`config.mk`:
```
export PLATFORM = sky130hd
export DESIGN_NAME = idli_decode
export DESIGN_NICKNAME = d
export VERILOG_FILES = /design/src/rtl/idli_decode.sv
export SDC_FILE = /design/constraint.sdc
export NUM_CORES = 1
export LEC_CHECK = 0
export ABC_AREA = 1
export CAP_MARGIN = 0
export CORE_ASPECT_RATIO = 1.5
export CORE_UTILIZATION = 30
export CTS_BUF_LIST = sky130_fd_sc_hd__clkbuf_4
export DETAILED_ROUTE_END_ITERATION = 10
export HOLD_SLACK_MARGIN = 0.06
export PLACE_DENSITY = 0.56
export SLEW_MARGIN = 0
export SYNTH_ARGS = -nofsm -noshare
export SYNTH_HDL_FRONTEND = slang
export SYNTH_SLANG_ARGS = --single-unit
export TNS_END_PERCENT = 1
```
`constraint.sdc`:
```
create_clock -name i_clk -period 1 [get_ports i_clk]
set_input_delay 0.1 -clock i_clk [delete_from_list [all_inputs] [get_ports i_clk]]
set_output_delay 0.1 -clock i_clk [all_outputs]
set_load 0.005 [all_outputs]
```
`src/rtl/idli_decode.sv`:
```
// idli_decode: assembles SQI nibbles into a decoded instruction plus optional immediate
package idli_pkg;
   localparam logic [2:0] GREG_PC = 3'd7;
   typedef enum logic [1:0] {ALU_ADD, ALU_AND, ALU_OR, ALU_XOR} alu_op_t;
   typedef struct packed {
      logic [1:0] op_p;
      alu_op_t    alu_op;
      logic [2:0] op_a;
      logic [2:0] op_b;
      logic [2:0] op_c;
      logic [1:0] op_q;
      logic       op_a_wr_en;
      logic       op_q_wr_en;
      logic       op_c_imm;
   } instr_t;
endpackage

module idli_decode
   import idli_pkg::*;
(
   input  logic        i_clk,
   input  logic        i_rst_n,
   input  logic        i_nib_vld,
   input  logic [3:0]  i_nib,
   output logic        o_nib_rdy,
   input  logic        i_flush,
   output logic        o_instr_vld,
   input  logic        i_instr_rdy,
   output instr_t      o_instr,
   output logic [15:0] o_imm
);
   localparam logic [1:0] ST_INSTR = 2'd0;
   localparam logic [1:0] ST_IMM   = 2'd1;
   localparam logic [1:0] ST_HOLD  = 2'd2;
   logic [1:0]  state_q, state_d, cnt_q, cnt_d;
   logic [15:0] w_q, w_d, imm_q, imm_d, w_nxt;
   logic        acc;
   instr_t      dec;
   assign o_nib_rdy   = state_q != ST_HOLD;
   assign o_instr_vld = state_q == ST_HOLD;
   assign acc         = i_nib_vld && o_nib_rdy;
   assign w_nxt       = {w_q[11:0], i_nib};
   always_comb begin
      state_d = state_q;
      cnt_d   = cnt_q;
      w_d     = w_q;
      imm_d   = imm_q;
      if (i_flush) begin
         state_d = ST_INSTR;
         cnt_d   = 2'd0;
         imm_d   = 16'd0;
      end else if (state_q == ST_HOLD) begin
         if (i_instr_rdy) begin
            state_d = ST_INSTR;
            cnt_d   = 2'd0;
            imm_d   = 16'd0;
         end
      end else if (acc) begin
         cnt_d = cnt_q + 2'd1;
         if (state_q == ST_INSTR) w_d = w_nxt;
         else imm_d = {imm_q[11:0], i_nib};
         // completing nibble: C field of the finished word decides whether an immediate follows
         if (cnt_q == 2'd3)
            state_d = (state_q == ST_INSTR && w_nxt[5:3] == GREG_PC) ? ST_IMM : ST_HOLD;
      end
   end
   always_ff @(posedge i_clk) begin
      if (!i_rst_n) begin
         state_q <= ST_INSTR;
         cnt_q   <= 2'd0;
         w_q     <= 16'd0;
         imm_q   <= 16'd0;
      end else begin
         state_q <= state_d;
         cnt_q   <= cnt_d;
         w_q     <= w_d;
         imm_q   <= imm_d;
      end
   end
   always_comb begin
      dec.op_p       = w_q[15:14];
      dec.alu_op     = alu_op_t'(w_q[13:12]);
      dec.op_a       = w_q[11:9];
      dec.op_b       = w_q[8:6];
      dec.op_c       = w_q[5:3];
      dec.op_q       = w_q[2:1];
      dec.op_a_wr_en = ~w_q[0];
      dec.op_q_wr_en = w_q[0];
      dec.op_c_imm   = w_q[5:3] == GREG_PC;
   end
   // outputs read as zero whenever nothing is held
   assign o_instr = o_instr_vld ? dec : '0;
   assign o_imm   = (o_instr_vld && dec.op_c_imm) ? imm_q : 16'd0;
endmodule

```
==> flow_metrics.tcl <==
set metrics [dict create \
    status "finished with violations" \
    failed_checks "setup timing" \
    synth.avg_cell_area_sq_um 7.99 \
    hp-class "in2reg" \
    layout_setup_ws_ps -650 \
    rsz0062_at_grt "yes" \
    synthTopCellsByArea "dfxtp_1 (39%), a21oi_2 (11%), inv_1 (7.5%)" \
    worst_slew_pin_slew_ps 217 \
    r2r-start "state_q[1]$_SDFFE_PP0P_" \
    syn_nets 242 \
    timing.fmax_mhz 606 \
    maxCapViolCount 0 \
    cts_sinks 36 \
    arrival_ps 1550 \
    max_stage_delay_ps 340 \
    cp_max_fo 5 \
    die-area_sq_um 6500 \
    grt_max_degree 29 \
    port_buffers 44 \
    routed_wl_microns 4590 \
    period_minus_slack_ps 1650 \
    reg2regPathDepth 8 \
    cts_htree_levels 2 \
    via_per_inst 4.45 \
    crit_buf_inv 4 \
    seq_area_frac_synth_pct 38.9 \
    drt_first_pass_iters 4 \
    min_path_cells 3 \
    fp-row-count 34 \
    n_antenna_cell 0 \
    max_slew_margin_pct 85.6 \
    crit_type "reg2out" \
    clockBufferDepth 2 \
    synthCells 232 \
    drc 0 \
    first_global_vias 1702 \
    fillers 573 \
    finClkSkew_ps 10.8 \
    worstPathRequired_ps 900 \
    die_x_microns 66.2 \
    finalNetCount 352 \
    area_growth_pct 63.9 \
    setup_viol 72 \
    place_ws_ps -576 \
    start_kind "register" \
    yosysWarnings 0 \
    path_cells "inv_2 -> nand2_4 -> nor2_4 -> nand3_4 -> buf_12 -> buf_8 -> nor2_4 -> buf_2" \
    postCtsHoldBufs 0 \
    hold_start "i_nib[1]" \
    insertion_delay_ps 350 \
    hold_end "imm_q[1]$_SDFFE_PP0P_" \
    start_util_pct 31.6 \
    cp_top_family "buffers and inverters" \
    reg2reg_setup_slack_ps -210 \
    synth_seq_cells 36 \
    final_max_slew_viol_count 0 \
    synth_area_sq_um 1850 \
    grt_usage_pct 15.0 \
    antenna_found_initial 0 \
    yosysTopAreaCell "dfxtp_1" \
    wl_per_cell_microns 11.1 \
    cts_tree "built" \
    path_common_cell "nor2_4" \
    dp_cells 390 \
    io_pins 45 \
    drtAntennaViolNets 0 \
    endpoint_kind "output pin" \
    power.density_nw_per_um2 881 \
    fp.dieH_microns 98.3 \
    cts_buffers 5 \
    cts_root_buf "clkbuf_4" \
    layout.cells.non_filler 415 \
    grt_pass1_wl_microns 7600 \
    cp_slowest_cell "dfxtp_2" \
    hold_viol_final 0 \
    gp_congestion 0.788 \
    final_common_cell "buf_4" \
    coreArea_sq_um 5870 \
    finalCritPeriodShare_pct 165 \
    final_core_util_pct 51.7 \
    clk_pin_slew_ps 120 \
    netlist.area_leader.share_pct 38.9 \
    vdd_drop_max_v 0.000708 \
    hpwlAfterDp_microns 2990 \
    final_layout_size_suffix_gt1_share_pct 53.9 \
    grt-ovfl-total 0 \
    routed-via-count 1848 \
    r2r_end "state_q[0]$_SDFFE_PP0P_" \
    synth.distinct_cells 25 \
    power.leakage_nw 1.24 \
    dr.first_iter.drc_count 58 \
    layout_common_cells "buf_4 (48), inv_1 (37), dfxtp_1 (31)" \
]
==> through the flow <==
stage | power [mW] | TNS, ps | hold slack [ps] | instance area, sq um
after global routing | 2.80 | -27250 | 379 | 3040
after global placement | 1.86 | -24220 | 451 | 2770
after detailed placement | 1.86 | -25320 | 456 | 2770
final | 2.68 | -22780 | 369 | 3040
after floorplan | 1.69 | -772 | 238 | 1870
after CTS | 2.69 | -24100 | 348 | 2950
==> routing by layer <==
metal	vias to the layer above	global-route usage [%]	wire length [microns]
met5	-	0	0
met4	0	5.89	105
met3	10	2.92	238
met2	49	26.7	2330
met1	836	17.2	1920
li1	953	-	-
==> kinds of logic after synthesis <==
logic type               after synthesis  share of synthesized area, %
flip-flops                            36                          38.9
adder cells (fa/ha/maj)                1                         0.675
AO/OA/AOI/OAI                         53                          19.3
AND/OR/NAND/NOR                       88                          26.5
buffers and inverters                 54                          14.6
==> worst min-delay path, cell delays in order <==
cell and delay (ps):
clkdlybuf4s50_1 440, nand2_1 80, a21oi_1 50
==> cell usage after synthesis (all sizes together) <==
master	n
nor2	41
ha	1
dfxtp	36
clkinv	2
a21oi	35
o21ai	17
nand3	21
a21boi	1
clkbuf	1
nand2	26
inv	40
buf	11
==> how the worst max path moves through the flow <==
stage | end | slack (ps) | depth (start not counted) | start
after floorplan | o_imm[10] | -50 | 6 | state_q[0]$_SDFFE_PP0P_
after global placement | o_imm[6] | -530 | 7 | state_q[0]$_SDFFE_PP0P_
after detailed placement | o_imm[10] | -580 | 7 | state_q[0]$_SDFFE_PP0P_
after CTS | o_imm[14] | -690 | 8 | state_q[0]$_SDFFE_PP0P_
after global routing | o_imm[8] | -730 | 8 | state_q[0]$_SDFFE_PP0P_
final | o_imm[10] | -650 | 8 | state_q[0]$_SDFFE_PP0P_
==> layout make-up <==
| cell class | count | area (sq um) | share of cell area [%] |
|---|---|---|---|
| well taps | 72 | 90.1 | 2.97 |
| clock buffers | 5 | 37.5 | 1.24 |
| multi-input cells | 143 | 990 | 32.6 |
| inverters | 42 | 159 | 5.23 |
| repair buffers | 114 | 1020 | 33.4 |
| flip-flops and latches | 36 | 727 | 23.9 |
| clock inverters | 3 | 18.8 | 0.618 |
==> power breakdown <==
part	switching, mW	leakage [nW]	internal, mW
registers	0.0314	0.295	1.48
logic	0.172	0.908	0.185
clock network	0.537	0.0349	0.270
==> sequential cells by signal (all words and copies together) (netlist names) <==
name,cells
w_q,16
imm_q,16
cnt_q,2
state_q,2
==> timing repair <==
action                                  in CTS  in global routing
endpoints found under the setup margin      72                 72
pin swaps                                    6                  2
gates cloned                                 1                  0
resized for setup                          116                 28
setup buffers                               14                  2
(Power assumes the default switching activity.)
